==> config.mk <==
export PLATFORM = sky130hd
export DESIGN_NAME = result_serializer
export DESIGN_NICKNAME = d
export VERILOG_FILES = /design/src/rtl/result_serializer.sv
export SDC_FILE = /design/constraint.sdc
export NUM_CORES = 1
export LEC_CHECK = 0
export BUFFER_PORTS_ARGS = -buffer_cell sky130_fd_sc_hd__buf_2
export CORE_MARGIN = 10
export CORE_UTILIZATION = 45
export CTS_BUF_LIST = sky130_fd_sc_hd__clkbuf_16
export DETAILED_ROUTE_END_ITERATION = 6
export PLACE_DENSITY = 0.76
export SLEW_MARGIN = 20
export SYNTH_ARGS = -nofsm -noshare
export SYNTH_HDL_FRONTEND = slang
export SYNTH_SLANG_ARGS = --single-unit
==> constraint.sdc <==
create_clock -name axi_clk -period 1.8 [get_ports axi_clk]
set_clock_uncertainty 0.15 [all_clocks]
set_input_delay 0.54 -clock axi_clk [delete_from_list [all_inputs] [get_ports axi_clk]]
set_output_delay 0.54 -clock axi_clk [all_outputs]
set_load 0.02 [all_outputs]
==> src/rtl/result_serializer.sv <==
// Splits each 144-bit systolic-array result into three 48-bit AXI-Stream beats
// and frames MATS_PER_PKT matrices per packet with m_axis_last.
module result_serializer #(
  parameter int unsigned MATS_PER_PKT = 1
) (
  input  logic         axi_clk,
  input  logic         axi_resetn,
  input  logic         s_axis_valid,
  input  logic [143:0] s_axis_data,
  output logic         s_axis_ready,
  output logic         m_axis_valid,
  output logic [47:0]  m_axis_data,
  output logic         m_axis_last,
  input  logic         m_axis_ready,
  output logic [15:0]  mat_count
);

  typedef enum logic {IDLE, SEND} state_t;

  localparam logic [15:0] LAST_MAT = 16'(MATS_PER_PKT - 1);

  state_t         state_q, state_d;
  logic [1:0]     beat_q, beat_d;
  logic [15:0]    mat_q, mat_d;
  logic [143:0]   hold_q, hold_d;
  logic           final_beat;

  always_ff @(posedge axi_clk) begin
    if (!axi_resetn) begin
      state_q <= IDLE;
      beat_q  <= 2'd0;
      mat_q   <= 16'd0;
      hold_q  <= '0;
    end else begin
      state_q <= state_d;
      beat_q  <= beat_d;
      mat_q   <= mat_d;
      hold_q  <= hold_d;
    end
  end

  always_comb begin
    state_d      = state_q;
    beat_d       = beat_q;
    mat_d        = mat_q;
    hold_d       = hold_q;
    final_beat   = (state_q == SEND) && (beat_q == 2'd2);
    m_axis_valid = (state_q == SEND);
    m_axis_last  = final_beat && (mat_q == LAST_MAT);
    mat_count    = mat_q;
    // Ready is gated by reset so nothing is taken while the block is held.
    s_axis_ready = axi_resetn && ((state_q == IDLE) || (final_beat && m_axis_ready));

    case (beat_q)
      2'd0:    m_axis_data = hold_q[47:0];
      2'd1:    m_axis_data = hold_q[95:48];
      2'd2:    m_axis_data = hold_q[143:96];
      default: m_axis_data = '0;
    endcase

    case (state_q)
      IDLE: begin
        if (s_axis_valid) begin
          hold_d  = s_axis_data;
          beat_d  = 2'd0;
          state_d = SEND;
        end
      end
      SEND: begin
        if (m_axis_ready) begin
          if (beat_q == 2'd2) begin
            mat_d  = (mat_q == LAST_MAT) ? 16'd0 : mat_q + 16'd1;
            beat_d = 2'd0;
            // Zero-bubble reload: next word replaces hold only after beat 2 leaves.
            if (s_axis_valid) begin
              hold_d = s_axis_data;
            end else begin
              state_d = IDLE;
            end
          end else begin
            beat_d = beat_q + 2'd1;
          end
        end
      end
      default: state_d = IDLE;
    endcase
  end

endmodule

==> reports/qor.yml, run 1 <==
status: "finished, violations left"
violations: "negative setup slack"
nFillCells: 1060
reg2reg_slack_ns: -0.28
finalHoldViolations: 0
fp.dieArea_sq_mm: 0.02099
postSynthNetCount: 885
max_clock_freq_ghz: 0.4279
die_w_microns: 144.9
final_area_sq_mm: 0.01113
fin_nets: 1170
start_util_pct: 45.99
cts_max_level: 4
syn_avg_cell_area_sq_um: 9.547
synth-edff-count: 0
clockBufferDepth: 2
maxSlewHeadroom_pct: 76.91
rows: 45
worst_ep_required_time_ns: 1.11
ys_seq_area_share_pct: 46.50
tightest_slew_ns: 0.3431
crit_path_start_kind: "register"
wl_per_cell_microns: 19.03
core_area_sq_mm: 0.01526
finalSetupViolations: 194
ys.flop_type: "dfxtp_1"
synthDistinctLibCells: 31
setup_slack_ns: -0.5372
cts_made_buffers: 17
power_leakage_nw: 4.961
hold_path_class: "input pin to register"
holdPathStages: 3
dr.pass1.iters: 4
diodes: 0
crit_fanout: 8
synth_top_cell_area_share_pct: 46.50
port_buffers: 214
syn_inst: 735
clock_latency_ns: 0.42
cts_hold_buf: 0
dr_wl_met2_mm: 12.10
cp-end-kind: "output port"
dr.max_layer_used: "met4"
period_share_pct: 129.8
synthTopCellsByCount: "mux2i_1, dfxtp_1, nor2_1, nand2_1, o21ai_0"
wl_met3_mm: 1.423
synth.area.top_cells: "dfxtp_1, mux2i_1, nor2_1, o21ai_0, nand2_1"
cts_tree: "yes"
setup_tns_ns: -49.49
cp.arrival_ns: 1.65
drv_cap: 0
r2r-start: "beat_q[0]"
routed_wl_mm: 23.68
antenna_found_initial: 0
yosysWarnings: 0
grt_pass1_vias: 6204
drive_gt1_share_pct: 45.79
synth.most_common_cell: "mux2i_1"
reg2reg_to: "hold_q[76]"
ys_ff_latch: 163
dpl_cell_area_sq_mm: 0.008955
dp.cells: 1167
synth-async-reset-ratio_pct: 0
peakVddDrop_mv: 0.8937
drc: 0
final_cells: 1244
ant_nets: 0
area_growth_pct: 58.60
cts_sinks: 163
slew_violations: 0
via_per_inst: 5.160
grt_start_max_net_pins: 54
path_class: "register to output port"
initialDrtViolationCount: 250
worstHoldStart: "s_axis_data[93]"
clk_pin_slew_ns: 0.06
place_congestion: 0.8502
die_h_microns: 144.9
finalPower_w: 0.008953
clockRootBuffer: "clkbuf_16"
ios: 215
holdPathEnd: "hold_q[93]"
r2r_cells: 9
p_per_area_mw_per_mm2: 804.6
dr_total_vias: 6419
syn_area_sq_mm: 0.007017
grt_pass1_wl_mm: 31.17
synth_top_area_cell: "dfxtp_1"
overflow: 0
finalCriticalPeriod_ns: 2.337
wl_met1_mm: 9.796
rsz0062_at_grt: "true"
track_usage_pct: 18.82
place_hpwl_mm: 14.33
==> sequential cells by signal (all words and copies together), names as in the netlist <==
name,cells
mat_count,16
beat_q,2
m_axis_valid,1
hold_q,144
==> worst max path at each step <==
stage,start,endpoint,slack [ns],cells after the start
6_report,beat_q[0],m_axis_last,-0.54,6
4_1_cts,beat_q[0],m_axis_data[28],-0.53,4
3_3_place_gp,m_axis_ready,hold_q[139],-0.17,7
2_1_floorplan,beat_q[0],m_axis_last,-0.008,7
5_1_grt,mat_count[0],m_axis_last,-0.60,6
3_5_place_dp,m_axis_ready,hold_q[62],-0.24,7
==> through the flow <==
step	setup slack [ns]	utilization (%)	hold slack, ns
finish	-0.5372	72.93	0.1981
global placement	-0.1700	58.69	0.3208
CTS	-0.5293	64.43	0.1847
detailed placement	-0.2403	58.69	0.3298
global route	-0.5956	72.93	0.1994
floorplan	-0.008275	-	0.3096
==> worst max-delay path: stages, from the launching register on <==
cell       delay, ns
dfxtp_4         0.38
nor2b_4         0.20
buf_12          0.16
clkbuf_16       0.19
nand2_2         0.09
nor2_4          0.09
buf_6           0.12
==> what timing repair did <==
action	in CTS	in global routing
setup buffers	6	16
endpoints found under the setup margin	187	206
gates resized for setup	61	183
gates cloned	3	20
pin swaps	1	33
==> cell families (layout without fill, tap and decap cells) <==
kind of cell / count (synthesis) / in the layout / share of synthesized area (%)
mux: 197 / 197 / 28.12
simple gates: 246 / 246 / 14.87
buf+inv: 58 / 356 / 4.458
flops: 163 / 163 / 46.50
xor+xnor: 11 / 11 / 1.373
compound gates: 58 / 58 / 4.315
fa+ha+maj: 2 / 2 / 0.3566
==> area by class of cell <==
class	instances	area [sq um]	share of cell area, %
Clock buffer	17	425.4	3.823
Clock inverter	15	117.6	1.057
Inverter	6	25.02	0.2249
Multi-Input combinational cell	514	4075	36.62
Sequential cell	163	3279	29.47
Tap cell	211	264.0	2.372
Timing Repair Buffer	318	2942	26.43
==> routing by layer <==
layer / vias up / global-route usage, %
met5: - / 0
met4: 0 / 5.266
met3: 26 / 5.704
met2: 207 / 32.29
met1: 3115 / 22.20
li1: 3071 / -
==> cells in the final DEF (no fill, tap or decap), types with 3 or more instances in the layout <==
master,Yosys,layout
buf_12,0,22
buf_16,0,5
buf_2,7,160
buf_4,9,48
buf_6,7,57
buf_8,0,9
clkbuf_16,0,34
clkinv_2,0,3
clkinvlp_4,0,3
dfxtp_1,163,154
dfxtp_2,0,7
inv_1,6,6
mux2i_1,196,159
mux2i_2,0,24
mux2i_4,0,13
nand2_1,55,33
nand2_2,0,9
nand2_4,0,13
nand3_1,3,3
nand4_1,4,4
nor2_1,155,154
nor2b_1,11,10
nor3_1,3,3
nor4_1,7,7
o21ai_1,0,6
o21ai_2,0,38
o21ai_4,0,5
xnor2_1,10,10
==> power breakdown <==
| part | internal (W) | total, W | leakage (nW) | switching [W] |
|---|---|---|---|---|
| sequential | 0.00380 | 0.00395 | 1.34 | 0.000145 |
| clock | 0.00189 | 0.00337 | 0.271 | 0.00148 |
| combinational | 0.000900 | 0.00163 | 3.35 | 0.000734 |
| total | 0.00659 | 0.00895 | 4.96 | 0.00236 |
(Power assumes the default switching activity.)
==> run 2, diff against run 1 <==
--- a/config.mk
+++ b/config.mk
@@ -11,6 +11,7 @@
 export CTS_BUF_LIST = sky130_fd_sc_hd__clkbuf_16
 export DETAILED_ROUTE_END_ITERATION = 6
 export PLACE_DENSITY = 0.76
+export SETUP_SLACK_MARGIN = 0.4
 export SLEW_MARGIN = 20
 export SYNTH_ARGS = -nofsm -noshare
 export SYNTH_HDL_FRONTEND = slang
==> reports/qor.yml, run 2 (synthesis gave the netlist of run 1 again) <==
die_h_microns: 144.9  # unchanged
grt_pass1_vias: 6933  # +12%
core_area_sq_mm: 0.01526  # unchanged
port_buffers: 214  # unchanged
hold_path_class: "input pin to register"
setup_tns_ns: -77.19  # -27.70 ns
finalHoldViolations: 0  # unchanged
cts_made_buffers: 17  # unchanged
clock_latency_ns: 0.42  # about the same
endpoint: "s_axis_ready"
period_share_pct: 131.5  # +1.7 points
path_class: "register to output port"
regMostFlops: "hold_q"
multi_input_area_sq_mm: 0.004478  # +9.9%
wl_per_cell_microns: 20.30  # +6.7%
drv_cap: 0  # unchanged
final_area_sq_mm: 0.01219  # +9.5%
die_w_microns: 144.9  # unchanged
track_usage_pct: 22.89  # +4.1 points
overflow: 0  # unchanged
drc: 0  # unchanged
clockRootBuffer: "clkbuf_16"
cts_hold_buf: 0  # unchanged
dpl_cell_area_sq_mm: 0.009085  # +1.5%
r2r-start: "beat_q[0]"
cts_tree: "yes"
p_per_area_mw_per_mm2: 743.3  # -7.6%
crit_path_start_kind: "register"
area_growth_pct: 73.73
rows: 45  # unchanged
fp.dieArea_sq_mm: 0.02099  # unchanged
antenna_found_initial: 3  # +3
finalCriticalPeriod_ns: 2.367  # +0.02982 ns
violations: "negative setup slack"
cts_max_level: 4  # unchanged
r2r_cells: 11  # +2
ios: 215  # unchanged
peakVddDrop_mv: 1.054  # +18%
startpoint: "beat_q[0]"
crit_fanout: 6  # -2
grt_pass1_wl_mm: 37.34  # +20%
initialDrtViolationCount: 290  # +16%
power_leakage_nw: 5.523  # +11%
rsz0062_at_grt: "true"
worst_ep_required_time_ns: 1.11  # about the same
status: "finished, violations left"
finalPower_w: 0.009061  # +1.2%
start_util_pct: 45.99  # unchanged
clockBufferDepth: 2  # unchanged
final_cells: 1285  # +3.3%
drive_gt1_share_pct: 52.80  # +7.0 points
register_area_sq_mm: 0.003322  # +1.3%
cts_sinks: 163  # unchanged
dp.cells: 1171  # +0.34%
grt_start_max_net_pins: 89  # +65%
maxSlewHeadroom_pct: 71.60  # -5.3 points
layout_common_cells: "mux2i_1, buf_2, nor2_1"
ant_nets: 0  # unchanged
cp-end-kind: "output port"
clk_pin_slew_ns: 0.07  # about the same
slew_violations: 0  # unchanged
tightest_slew_ns: 0.4260  # +0.08285 ns
via_per_inst: 5.205  # +0.87%
setup_slack_ns: -0.5670  # -0.02982 ns
largest_reg_flops: 144  # unchanged
dr.pass1.iters: 5  # +1
reg2reg_slack_ns: -0.45  # -0.17 ns
routed_wl_mm: 26.09  # +10%
finalSetupViolations: 213  # +9.8%
place_hpwl_mm: 14.63  # +2.1%
dr_total_vias: 6688  # +4.2%
nFillCells: 850  # -20%
place_congestion: 0.8225  # -3.3%
fin_nets: 1211  # +3.5%
holdPathStages: 3  # unchanged
max_clock_freq_ghz: 0.4225  # -1.3%
cp.arrival_ns: 1.68  # +0.03 ns
reg2reg_to: "hold_q[139]"
-- run 2: metal layers --
metal / vias up / routed length (microns) / global-route usage (%) / share of wire (%)
met3: 50 / 1720 / 6.910 / 6.6
met2: 234 / 13840 / 39.78 / 53
met4: 2 / 684 / 7.181 / 2.6
met1: 3238 / 9823 / 26.32 / 38
li1: 3164 / - / - / -
met5: - / 13 / 0 / 0.050
-- run 2: worst max-delay path, stage by stage, from the launching register on --
cell	delay [ns]
dfxtp_4	0.38
buf_4	0.15
buf_6	0.11
nand3b_1	0.19
buf_4	0.17
a21oi_2	0.12
buf_4	0.15
-- run 2: through the flow --
step | util [%] | worst slack (ns) | hold slack, ns
4_1_cts | 74.81 | -0.5359 | 0.1910
5_1_grt | 79.89 | -0.6228 | 0.2053
2_1_floorplan | - | 0.01273 | 0.3096
6_report | 79.89 | -0.5670 | 0.1923
3_5_place_dp | 59.54 | -0.2288 | 0.3300
3_3_place_gp | 59.54 | -0.1690 | 0.3212
-- run 2: power breakdown --
part / leakage, nW / switching [W] / internal (W) / total (W)
clock network: 0.266 / 0.00145 / 0.00186 / 0.00331
logic: 3.91 / 0.000790 / 0.00101 / 0.00180
registers: 1.35 / 0.000163 / 0.00379 / 0.00395
total: 5.52 / 0.00240 / 0.00666 / 0.00906
-- run 2: layout make-up --
cell class | instances | area share (%)
clock buffers | 17 | 3.490
clock inverters | 13 | 0.8006
flip-flops and latches | 163 | 27.25
well taps | 211 | 2.166
multi-input cells | 514 | 36.73
inverters | 6 | 0.2463
diodes | 2 | 0.04106
repair buffers | 359 | 29.27
-- run 2: how the worst min path moves through the flow --
stage	slack, ns	startpoint	end
after floorplan	0.31	hold_q[0]	hold_q[0]
after global placement	0.32	hold_q[21]	hold_q[21]
after detailed placement	0.33	hold_q[32]	hold_q[32]
after CTS	0.19	s_axis_data[22]	hold_q[22]
after global routing	0.21	s_axis_data[123]	hold_q[123]
final	0.19	s_axis_data[7]	hold_q[7]
-- run 2: what timing repair did --
action                                  CTS  global route
pin swaps                                28            28
resized for setup                       260           122
buffers inserted                         40            24
gates cloned                             18             0
endpoints found under the setup margin  229           229
